[src/rtl/ifetch_ost.sv]
// ifetch_ost -- instruction fetch outstanding-request tracker.
//
// Sits between the PC generator and the instruction bus. It issues fetch
// addresses while credit remains and remembers every in-flight address in
// a pending FIFO. Responses return in request order and are paired with
// their PC into a result FIFO that feeds the instruction queue. A flush
// turns every in-flight request into a "stale" one whose response is
// dropped when it eventually returns. Stale requests still hold a credit
// slot, so the bus never carries more than OST live-or-dead requests plus
// buffered results.
//
// Optional feature (macro IFETCH_BYPASS_EN): when the result FIFO is empty,
// a live response is forwarded to the fetch outputs in the same cycle. It
// is consumed without a FIFO write when fetch_ready is high.
//
// Ports:
//   CLK, RST          clock, synchronous active-high reset
//   fetch_addr_*      address handshake from pcGen
//   ifu_mstReq_*      bus request channel, with ifu_addr
//   ifu_slvRsp_valid  in-order bus response, with ifu_data_r
//   fetch_pc/instr    head result to the instruction queue
//   fetch_valid/ready head result handshake
//   flush             discard all pending and buffered fetches
module ifetch_ost #(
    parameter int              DW     = 64,
    parameter int              AW     = 64,
    parameter int              OST    = 4,
    parameter logic [AW-1:0]   RST_PC = 64'h80000000
) (
    input  logic          CLK,
    input  logic          RST,
    input  logic [AW-1:0] fetch_addr_qout,
    input  logic          fetch_addr_valid,
    output logic          fetch_addr_ready,
    output logic          ifu_mstReq_valid,
    input  logic          ifu_mstReq_ready,
    output logic [AW-1:0] ifu_addr,
    input  logic          ifu_slvRsp_valid,
    input  logic [DW-1:0] ifu_data_r,
    output logic [AW-1:0] fetch_pc,
    output logic [DW-1:0] fetch_instr,
    output logic          fetch_valid,
    input  logic          fetch_ready,
    input  logic          flush
);
    localparam int PW = $clog2(OST);
    localparam int CW = $clog2(OST) + 1;
    localparam logic [CW+1:0] OST_LIM = (CW+2)'(OST);

    logic [CW-1:0] inflight, stale, used;
    logic [PW-1:0] pend_wp, pend_rp, res_wp, res_rp;
    logic [AW-1:0] pend_mem  [OST];
    logic [AW-1:0] res_pc    [OST];
    logic [DW-1:0] res_instr [OST];

    logic [CW+1:0] occ;
    logic          credit, issue;
    logic          rsp_any, rsp_stale, rsp_live;
    logic          head_valid, byp, res_push, res_pop;

    // Stale requests occupy credit until their responses drain.
    assign occ    = {2'b00, inflight} + {2'b00, stale} + {2'b00, used};
    assign credit = occ < OST_LIM;

    assign ifu_mstReq_valid = fetch_addr_valid & credit & ~flush & ~RST;
    assign ifu_addr         = fetch_addr_qout;
    assign fetch_addr_ready = ifu_mstReq_valid & ifu_mstReq_ready;
    assign issue            = fetch_addr_ready;

    // Stale responses are the oldest ones on the bus, so they retire first.
    // A response in a flush cycle counts as retired but is never delivered.
    assign rsp_any   = ifu_slvRsp_valid & ((stale != '0) | (inflight != '0));
    assign rsp_stale = ifu_slvRsp_valid & (stale != '0);
    assign rsp_live  = ifu_slvRsp_valid & (stale == '0) & (inflight != '0) & ~flush;

    assign head_valid = (used != '0);

`ifdef IFETCH_BYPASS_EN
    assign byp = rsp_live & ~head_valid;
`else
    assign byp = 1'b0;
`endif

    assign fetch_valid = (head_valid | byp) & ~RST;
    assign fetch_pc    = head_valid ? res_pc[res_rp]    :
                         byp        ? pend_mem[pend_rp] : RST_PC;
    assign fetch_instr = head_valid ? res_instr[res_rp] :
                         byp        ? ifu_data_r        : '0;

    assign res_pop  = head_valid & fetch_ready;
    // A bypassed response taken this cycle never touches the FIFO.
    assign res_push = rsp_live & ~(byp & fetch_ready);

    // Control state: counters and pointers.
    always_ff @(posedge CLK) begin
        if (RST) begin
            inflight <= '0;
            stale    <= '0;
            used     <= '0;
            pend_wp  <= '0;
            pend_rp  <= '0;
            res_wp   <= '0;
            res_rp   <= '0;
        end else if (flush) begin
            stale    <= stale + inflight - CW'(rsp_any);
            inflight <= '0;
            used     <= '0;
            pend_wp  <= '0;
            pend_rp  <= '0;
            res_wp   <= '0;
            res_rp   <= '0;
        end else begin
            inflight <= inflight + CW'(issue) - CW'(rsp_live);
            stale    <= stale - CW'(rsp_stale);
            used     <= used + CW'(res_push) - CW'(res_pop);
            if (issue)    pend_wp <= pend_wp + PW'(1);
            if (rsp_live) pend_rp <= pend_rp + PW'(1);
            if (res_push) res_wp  <= res_wp + PW'(1);
            if (res_pop)  res_rp  <= res_rp + PW'(1);
        end
    end

    // Storage: no reset needed, validity is tracked by the counters.
    // issue and rsp_live are both low during flush, so no stray writes.
    always_ff @(posedge CLK) begin
        if (issue) pend_mem[pend_wp] <= ifu_addr;
        if (res_push) begin
            res_pc[res_wp]    <= pend_mem[pend_rp];
            res_instr[res_wp] <= ifu_data_r;
        end
    end

endmodule

[config.mk]
export PLATFORM = sky130hd
export DESIGN_NAME = ifetch_ost
export DESIGN_NICKNAME = d
export VERILOG_FILES = /design/src/rtl/ifetch_ost.sv
export SDC_FILE = /design/constraint.sdc
export NUM_CORES = 1
export LEC_CHECK = 0
export ABC_AREA = 1
export CAP_MARGIN = 20
export CORE_MARGIN = 2
export CORE_UTILIZATION = 50
export CTS_BUF_LIST = sky130_fd_sc_hd__clkbuf_8
export DETAILED_ROUTE_END_ITERATION = 7
export PLACE_DENSITY = 0.83
export SYNTH_ARGS = -nofsm -noshare
export SYNTH_HDL_FRONTEND = slang
export SYNTH_SLANG_ARGS = --single-unit
[constraint.sdc]
create_clock -name CLK -period 19.2 [get_ports CLK]
set_clock_uncertainty 0.1 [all_clocks]
set_input_delay 3.84 -clock CLK [delete_from_list [all_inputs] [get_ports CLK]]
set_output_delay 3.84 -clock CLK [all_outputs]
set_load 0.01 [all_outputs]
==> metrics <==
MaxCap Viol Count=0; first-pass GRT wire length=109 mm; net count of the mapped netlist=2,529; Post-synth ARST share=0; crit path DAT=5.77 ns; area of the multi-input gates=6210 um2; pre-CTS WS=9.50 ns; post-layout instance area=36,600 um2; post-synth top area cell=edfxtp_1; final setup fails=0; distinct cell type count after synthesis=32; Post-Layout Cell Count=3,574; share of layout cells above drive strength 1=0.0691; Top Ports=330; Max Slew Vio Count=0; largest net degree at the start of global routing=150; Power, Total=3.22 mW; worst hold path type=reg -> reg; P_int=2.54 mW; final-stage net count=2,800; RSZ-0062 raised after global routing=false; Peak VDD IR=0.0692 mV; f_max=103 MHz; Synth warnings=0; number of flops mapped to enable cells by yosys=768; setup ws final=9.49 ns; mux share of post-synthesis cell area=0; Critical R2R Capture=pend_mem[1][52]; Hold Fails Final Rpt=0; clk root buf=clkbuf_8; post-cts repair resize count=0; Detail Route Antenna Nets=0; max_slew headroom=0.245; Simple-Gate Fraction of Synth Area=0.0865; top-area cell type share of the netlist area=0.741; WL/cell=20.5 um; initial core utilization=0.505; worst path cell trace=clkdlybuf4s50_1 -> nor2_4 -> nand3_2 -> nor2_4 -> nand3_4 -> inv_1 -> clkdlybuf4s50_1; Reg2Reg Setup Slack=15.35 ns; row count=91; vias per inst=5.54; area delta synth->final=17.6%; outcome=finished, final reports clean; sequential area share after synthesis=0.754; Die W=254 um; port bufs=329; kind of critical path=in -> out; gr ovfl total=0; crit-path max FO=10; Clock power frac=0.383; DRC viols=0; pwr/cell area=88.0 nW/um2; CP startpoint kind=input pin; total CTS buffers=119; Post-Route WL=73.2 mm; Seq pwr share=0.587; setup_tns=0 ns; Hold-fix buffers, CTS=0; routed vias=19.8k; source of the worst register-to-register timing path=inflight[1]; mean post-synth cell area=13.1 um2; die area=64,300 um2; Hold Crit Depth=1; gr usage total=0.222; DRT Pass-1 Iters=5; main combinational cell family by area after synthesis=compound AO/OA/AOI/OAI gates; Reg clk slew, reported paths=0.06 ns; most common flop cell mapped by yosys=edfxtp_1; Placed Cells=3,354; switching share of total power=0.210; crit share post-route=0.506; nature of the critical path endpoint=output port; Leak=12.3 nW; Area contributors post-synth=edfxtp_1, nor2_1, o21ai_0; Core Region=61,600 um2; slowest stage delay, CP=0.54 ns; Synth Area in Adders=0.0119; most frequent cell after synthesis=edfxtp_1; # fillers=4,482; CTS tree=done; Switch Pwr=678 uW; clock tree buffer depth=3; worst slew pin tran=1.13 ns; crit path time final=9.71 ns; detailed placer's ending HPWL=41.1 mm; XOR/XNOR Fraction of Synth Area=0.00169; Hold Startpoint=inflight[2]; htree depth=3; FF+latch count, synth=789; total setup buffers inserted after CTS=0; Synth Area in Compound Gates=0.0976; Cell Area, Synth=31,100 um2; CTS Sinks=789; FF/Latch Area=23,500 um2; Slowest-stage cell, CP=clkdlybuf4s50_1; Worst Path Required=15.26 ns; Area after DPL=34,400 um2; initial antenna violation count=2; logic gate share of total power=0.029; cells after synthesis=2,368; Worst R2R Path Depth=10; vias in the first global route=20.4k; Clock Latency Late Sink=0.73 ns; die height=254 um; drt first-iter violations=1,746; WHS Endpoint=inflight[2]; gpl congestion=0.769; commonest cells in the netlist=edfxtp_1, nor2_1, o21ai_0, o21ai_1, a21oi_1
-- registers in the layout, indices dropped and copies added (netlist names), named ones only --
register   cells
pend_rp        2
res_rp         2
res_pc       256
res_wp         2
used           3
stale          3
res_instr    256
inflight       3
pend_wp        2
pend_mem     256
-- placed cells by master (no fill, tap or decap), types with 2 or more instances in the layout --
cell type,netlist,layout
edfxtp_1,768,768
nor2_1,667,659
clkdlybuf4s50_1,0,329
o21ai_0,210,210
o21ai_1,179,179
a21oi_1,135,135
clkbuf_8,0,119
inv_1,49,88
o22ai_1,64,64
clkinv_1,0,37
buf_4,73,24
ha_1,20,20
nand2_1,19,19
dfxtp_1,21,17
clkinv_2,0,12
nor2_4,3,11
fa_1,6,6
xor2_1,4,4
inv_4,1,3
inv_6,0,3
dfxtp_4,0,3
inv_2,3,2
nand4_1,2,2
nor3_1,2,2
nand3_1,2,2
xnor2_1,2,2
bufinv_16,0,2
clkinvlp_4,0,2
-- cell type report --
class                           instances  share of cell area
Sequential cell                       789               0.642
Antenna cell                            1           0.0000684
Timing Repair Buffer                  354              0.0957
Tap cell                              837              0.0286
Clock buffer                          119              0.0448
Clock inverter                         99              0.0134
Multi-Input combinational cell       1322               0.170
Inverter                               53             0.00578
-- power groups by stage --
| stage | registers, mW | clock network (mW) | logic [mW] |
|---|---|---|---|
| finish | 1.89 | 1.23 | 0.0940 |
| global route | 1.89 | 1.33 | 0.102 |
| CTS | 1.89 | 1.26 | 0.0942 |
| detailed placement | 1.93 | 0 | 0.0933 |
| global placement | 1.93 | 0 | 0.0882 |
| floorplan | 1.93 | 0 | 0.0377 |
-- critical path: cells and delay by family --
kind | cells | cell delay [ns]
buf+inv | 3 | 1.16
simple gates | 4 | 0.75
-- stage by stage --
step	utilization	hold slack (ns)
after floorplan	-	0.347
after global placement	0.559	0.366
after detailed placement	0.559	0.380
after CTS	0.594	0.391
after global routing	0.594	0.427
final	0.594	0.384
-- worst max-delay path by stage --
| stage | cells after the start | endpoint | from | slack, ns |
|---|---|---|---|---|
| after global routing | 7 | fetch_addr_ready | flush | 9.39 |
| after floorplan | 5 | res_instr[0][0] | flush | 8.89 |
| after global placement | 7 | fetch_addr_ready | flush | 9.56 |
| after CTS | 7 | fetch_addr_ready | flush | 9.48 |
| final | 7 | fetch_addr_ready | flush | 9.49 |
| after detailed placement | 7 | fetch_addr_ready | flush | 9.50 |
-- logic make-up after synthesis --
group                      Yosys count
AOI/OAI and AO/OA                  590
xor gates and xnor gates             6
adders and majority gates           26
buffers and inverters              257
DFF                                789
and+or+nand+nor                    700
-- per-layer routing --
layer  wire, um  vias up  track usage  share of wire
li1           -     8983            -              -
met1      28100     9749        0.264           0.38
met2      37100      918        0.382           0.51
met3       5970      162       0.0532          0.081
met4       2090        0        0.102          0.028
met5          0        -            0              0
(Power assumes the default switching activity.)
